File: src/rtl/mem_arbiter_pkg.sv
// Shared encodings for the unified-memory arbiter: FSM states and grant identifiers.
package mem_arbiter_pkg;

   typedef enum logic [1:0] {
      StIdle  = 2'd0,
      StBusyI = 2'd1,
      StBusyD = 2'd2,
      StDone  = 2'd3
   } arb_state_e;

   typedef enum logic {
      GntIf = 1'b0,
      GntD  = 1'b1
   } arb_grant_e;

endpackage

File: src/rtl/mem_arbiter.sv
// Arbitrates the IF and MEM ports onto one single-ported memory (cs/ack handshake).
// Define MEM_ARB_RR_EN for round-robin arbitration; otherwise the data port has fixed priority.
module mem_arbiter
   import mem_arbiter_pkg::*;
#(
   parameter int unsigned ADDR_W = 32,
   parameter int unsigned DATA_W = 32
) (
   input  logic              clk,
   input  logic              rst,
   input  logic              if_req,
   input  logic [ADDR_W-1:0] if_addr,
   output logic [DATA_W-1:0] if_data,
   output logic              if_ready,
   input  logic              d_ren,
   input  logic              d_wen,
   input  logic [ADDR_W-1:0] d_addr,
   input  logic [DATA_W-1:0] d_wdata,
   output logic [DATA_W-1:0] d_rdata,
   output logic              d_ready,
   output logic              stall_if,
   output logic              stall_mem,
   output logic              ram_cs,
   output logic              ram_we,
   output logic [ADDR_W-1:0] ram_addr,
   output logic [DATA_W-1:0] ram_wdata,
   input  logic [DATA_W-1:0] ram_rdata,
   input  logic              ram_ack
);

   arb_state_e state_q;
   logic       d_req;
   logic       pick_d;

   assign d_req     = d_ren | d_wen;
   assign stall_if  = if_req & ~if_ready;
   assign stall_mem = d_req & ~d_ready;

`ifdef MEM_ARB_RR_EN
   arb_grant_e last_grant_q;

   // On a collision the port that was not served last goes first.
   always_comb pick_d = d_req & (~if_req | (last_grant_q == GntIf));

   always_ff @(posedge clk or posedge rst) begin
      if (rst) begin
         last_grant_q <= GntIf;
      end else if (state_q == StIdle) begin
         if (pick_d) begin
            last_grant_q <= GntD;
         end else if (if_req) begin
            last_grant_q <= GntIf;
         end
      end
   end
`else
   always_comb pick_d = d_req;
`endif

   always_ff @(posedge clk or posedge rst) begin
      if (rst) begin
         state_q   <= StIdle;
         ram_cs    <= 1'b0;
         ram_we    <= 1'b0;
         ram_addr  <= '0;
         ram_wdata <= '0;
         if_data   <= '0;
         d_rdata   <= '0;
         if_ready  <= 1'b0;
         d_ready   <= 1'b0;
      end else begin
         if_ready <= 1'b0;
         d_ready  <= 1'b0;
         unique case (state_q)
            StIdle: begin
               if (pick_d) begin
                  state_q   <= StBusyD;
                  ram_cs    <= 1'b1;
                  ram_we    <= d_wen;
                  ram_addr  <= d_addr;
                  ram_wdata <= d_wdata;
               end else if (if_req) begin
                  state_q  <= StBusyI;
                  ram_cs   <= 1'b1;
                  ram_we   <= 1'b0;
                  ram_addr <= if_addr;
               end
            end
            StBusyI: begin
               if (ram_ack) begin
                  if_data  <= ram_rdata;
                  ram_cs   <= 1'b0;
                  if_ready <= 1'b1;
                  state_q  <= StDone;
               end
            end
            StBusyD: begin
               if (ram_ack) begin
                  // Write acks carry no data; keep the last read value visible.
                  if (!ram_we) begin
                     d_rdata <= ram_rdata;
                  end
                  ram_cs  <= 1'b0;
                  d_ready <= 1'b1;
                  state_q <= StDone;
               end
            end
            StDone: begin
               state_q <= StIdle;
            end
            default: begin
               state_q <= StIdle;
            end
         endcase
      end
   end

endmodule

File: config.mk
export PLATFORM = sky130hd
export DESIGN_NAME = mem_arbiter
export DESIGN_NICKNAME = d
export VERILOG_FILES = /design/src/rtl/mem_arbiter_pkg.sv /design/src/rtl/mem_arbiter.sv
export SDC_FILE = /design/constraint.sdc
export NUM_CORES = 1
export LEC_CHECK = 0
export CAP_MARGIN = 20
export CORE_MARGIN = 2
export CORE_UTILIZATION = 37
export DETAILED_ROUTE_END_ITERATION = 10
export HOLD_SLACK_MARGIN = 0.1
export PLACE_DENSITY_LB_ADDON = 0.2
export RECOVER_POWER = 100
export SYNTH_ARGS = -nofsm -noshare
export SYNTH_HDL_FRONTEND = slang
export SYNTH_SLANG_ARGS = --single-unit
File: constraint.sdc
create_clock -name clk -period 4.81 [get_ports clk]
set_input_delay 0.962 -clock clk [delete_from_list [all_inputs] [get_ports clk]]
set_output_delay 0.962 -clock clk [all_outputs]
set_load 0.1 [all_outputs]
After elaboration in Yosys (flattened, before gate mapping)
Cells that the tools add are included.

Flip-flop bits (word level): 134. Input bits: 134. Output and inout port bits: 134. Word-level logic and storage cells: 45.

Equal/unequal tests: 5. Multiplexer cells: 15. Bitwise logic cells: 6. Reductions and logical operators: 10.

Operator list (number): two-way mux 32 bit (2); two-way mux 1 bit (8); AND reduction 2 bit (4); two-way mux 2 bit (3); one-hot mux 2 bit (3 select lines) (1); AND reduction 3 bit (2); == test 2 bit (second input constant) (2); nonzero test 2 bit (2); inequality test 3 bit (second input constant) (1); inverter 1 bit (3); bitwise AND 1 bit (2); == test 2 x 1 -> 1 bit (second input constant) (1); logical NOT 2 bit (1); inequality test 2 x 1 -> 1 bit (second input constant) (1); one-hot mux 1 bit (2 select lines) (1); OR reduction 2 bit (1); bitwise OR 1 bit (1).

Logic depth before layout (Yosys ltp)
Depth in word-level cells: 4. Gate-level depth with buffers: 7. Depth with buffers taken out: 5.

Worst setup path after synthesis
No wires, ideal clock.

Path kind: input to output. From: input d_wen. To: output stall_mem. Arrival: 2540 ps. Data required time: 3848 ps. Path slack: 1308 ps. Stages on the path: 4. Buffers on the path: 2. Cell sequence: buf_6 nor2_4 buf_8 nor2_1.

Cells in the longest elaborated chain, start to end: 2.

RTL lines: from (decl) (line mem_arbiter.sv:16) `input logic d_wen,`; bitwise OR 1 bit (line mem_arbiter.sv:35) `assign d_req = d_ren | d_wen;`; bitwise AND 1 bit (line mem_arbiter.sv:37) `assign stall_mem = d_req & ~d_ready;`; to (decl) (line mem_arbiter.sv:22) `output logic stall_mem,`.

No other way between the ends.

Worst setup path after layout
From: input d_wen. To: register state_q[1].

Cells in the longest elaborated chain, start to end: 3. Elaborated cells on any way between the ends: 5. Classes of those cells: eq/ne: 1; mux: 2; bitwise: 1; reduce/logical: 1.

RTL lines: bitwise OR 1 bit (*) (line mem_arbiter.sv:35); two-way mux 2 bit / inequality test 3 bit (equally long branches); one-hot mux 2 bit (3 select lines) / AND reduction 2 bit (equally long branches); to (signal assigned) (line mem_arbiter.sv:77) `state_q <= StBusyD;`; to (signal assigned) (line mem_arbiter.sv:83) `state_q <= StBusyI;`; to (signal assigned) (line mem_arbiter.sv:94) `state_q <= StDone;`; to (decl) (line mem_arbiter.sv:31) `arb_state_e state_q;`.

Mark *: on every way between the ends. The rest lies on a longest branch, timed or not. A chain may end at the register's enable or synchronous reset.

==> summary.md <==
| Metric | Value |
|---|---|
| Final period util | 76.3% |
| Post-synth top area cell | dfrtp_1 |
| Number of flops mapped to enable cells by yosys | 0 |
| Syn_nets | 517 |
| #FFs+latches synth | 134 |
| Cells after synthesis | 378 |
| Crit-path max FO | 34 |
| First-pass GRT wire length | 22.2 mm |
| Max-slew violations | 178 |
| # IOs | 268 |
| Netlist Area Pre-Place | 0.00544 mm² |
| Dpl hpwl | 10.3 mm |
| Top cell type's share of synthesized area | 61.7% |
| Worst-margin pin slew | 2.49 ns |
| H-tree depth | 4 |
| GRT met2 Usage | 32.0% |
| Yosys cell types | 24 |
| GRT busiest layer | met2 |
| Mux share of post-synthesis cell area | 26.5% |
| RSZ-0062 raised after global routing | false |
| # setup viols final | 0 |
| Max Buffers Root-to-Sink | 2 |
| Count leader, synth | dfrtp_1 |
| Max Clk Rate | 0.272 GHz |
| TNS Setup | 0 ns |
| Number of global-route vias before repair | 4200 |
| Routed len/inst | 16.4 µm |
| Post-route insts no fill | 847 |
| Critical Path Start Type | input pin |
| Clk_skew | 0.00638 ns |
| Vias/cell | 4.68 |
| FP Rows | 44 |
| Hold Crit Class | flop to flop |
| Routed Antenna Nets | 0 |
| Setup CP Type | input pin to flop |
| N_diodes | 0 |
| Synth-to-layout area growth | 62.7% |
| I/O Buffers | 267 |
| Largest family of logic cells by synthesized area | multiplexers |
| Core ar. | 0.0144 mm² |
| Sink Count | 134 |
| DR vias | 3966 |
| Largest cells by area after synthesis | dfrtp_1, mux2_2, mux2i_1 |
| Largest net degree at the start of global routing | 111 |
| GR Layer Usage met3 | 7.10% |
| CTS Hold Bufs | 0 |
| Synth Area in Compound Gates | 3.66% |
| Nets | 789 |
| CTS root buf | clkbuf_16 |
| Synth Warn # | 0 |
| Setup repair bufs after CTS | 0 |
| Final Hold Vio Count | 0 |
| Max_slew headroom | -67.0% |
| Initial Util | 37.7% |
| XOR/XNOR Fraction of Synth Area | 0% |
| Inst Count DP | 814 |
| Violated checks | capacitance limit, slew limit |
| CTS Buf Count | 17 |
| Sequential area share after synthesis | 61.7% |
| Total GRT Usage | 18.0% |
| Filler Cell Count | 1115 |
| Commonest cells post-synth | dfrtp_1, mux2_2, nand2_1 |
| Adder-Cell Fraction of Synth Area | 1.15% |
| Min cycle time layout | 3.67 ns |
| Status | finished, violations left |
| FFs w/ async S/R, synth | 100% |
| Layout cells sized above 1 | 19.0% |
| Critical path endpoint category | flop |
| Crit path DAT | 3.96 ns |
| Iteration-0 DRC Markers | 109 |
| Met1 Use GR | 20.0% |
| Simple-Gate Fraction of Synth Area | 3.38% |
| 1st-pass router iterations | 4 |
| Clock Latency Late Sink | 0.41 ns |
| Synth Flop Type | dfrtp_1 |
| CTS tree | built |
| Initial antenna violation count | 0 |
| Final wirelength | 13.9 mm |
| Gr ovfl total | 0 |
| DRC viols | 0 |
| CTS resizes | 0 |
| Worst-path clk slew | 0.06 ns |
| Die X | 125 µm |
| Critical Path RT | 5.10 ns |
| Maxcap violations | 5 |
| Routability cong. | 0.773 |
| Die ar. | 0.0157 mm² |
| DIE HEIGHT | 125 µm |
| Mapped Avg Cell Area | 14.4 µm² |
==> state kept, by name, indices dropped and copies added (netlist names), 2 cells and up <==
register   cells
d_rdata       32
if_data       32
ram_addr      32
ram_wdata     32
state_q        2
==> layout by cell type, fill, tap and decap left out <==
master,synthesis,layout
clkinv_4,0,1
buf_16,0,1
o21ai_1,5,1
nor2_4,1,1
ha_1,5,5
clkbuf_1,1,6
bufinv_16,0,4
clkbuf_8,0,4
mux2i_1,35,35
dfrtp_1,134,134
clkinvlp_2,0,1
inv_6,0,2
inv_1,5,4
clkbuf_2,0,1
dlygate4sd3_1,0,135
nor2_1,2,2
mux2_2,89,89
a21oi_1,2,2
nor3_1,1,1
o21ai_0,27,32
mux2_1,8,8
and2_0,0,1
nand2_1,36,36
nand2b_1,1,1
o31ai_1,0,1
clkinv_2,0,3
a211oi_1,1,1
nor2b_1,2,2
clkinvlp_4,0,1
clkbuf_16,0,17
buf_4,8,1
clkdlybuf4s50_1,0,130
==> worst max-delay path, stage by stage <==
cell           delay [ns]
dlygate4sd3_1        0.63
nor2_4               0.14
clkbuf_1             1.67
a21oi_1              0.20
mux2_2               0.35
==> per-stage QoR <==
stage,setup WS [ns],util [%],area (µm²),hold slack (ns)
finish,1.14,61.3,8850,0.470
detailed placement,1.77,57.0,8220,0.473
floorplan,0.265,-,5440,0.534
CTS,1.76,61.5,8870,0.485
global placement,1.78,57.0,8220,0.461
global route,0.894,61.3,8850,0.503
==> path summary, 6_finish.rpt <==
kind,from,endpoint,slack (ns),depth (start not counted)
hold reg to reg,ram_addr[13]$_DFFE_PP0P_,ram_addr[13]$_DFFE_PP0P_,0.47,2
hold / removal,ram_addr[13]$_DFFE_PP0P_,ram_addr[13]$_DFFE_PP0P_,0.47,2
setup / recovery,d_wen,state_q[1]$_DFFE_PP0P_,1.14,5
setup reg to reg,state_q[0]$_DFFE_PP0P_,d_rdata[8]$_DFFE_PP0P_,1.87,6
max in group asynchronous,rst,d_rdata[10]$_DFFE_PP0P_,1.38,4
min in group asynchronous,rst,ram_wdata[16]$_DFFE_PP0P_,1.70,2
==> per-layer routing <==
layer | share of wire, % | vias up
met2 | 53 | 135
met5 | 0 | -
li1 | - | 1860
met4 | 1.6 | 0
met1 | 38 | 1954
met3 | 7.3 | 17
==> cells by family (layout without fill, tap and decap cells) <==
family / count (synthesis) / in the layout
buffers and inverters: 26 / 311
AND/OR/NAND/NOR: 44 / 44
multiplexers: 132 / 132
AO/OA/AOI/OAI: 37 / 37
adder cells (fa/ha/maj): 5 / 5
flip-flops: 134 / 134
==> area by class of cell <==
class                           instances  area [µm²]  area share [%]
Multi-Input combinational cell        218        1880            21.2
Clock buffer                           21         480            5.43
Clock inverter                         11         169            1.91
Tap cell                              184         230            2.60
Timing Repair Buffer                  274        2720            30.7
Sequential cell                       134        3350            37.9
Inverter                                5        20.0           0.226
Power is left out: the tool's default activity adds up to more than one toggle a clock period on the data nets, which glitch-free logic cannot reach.
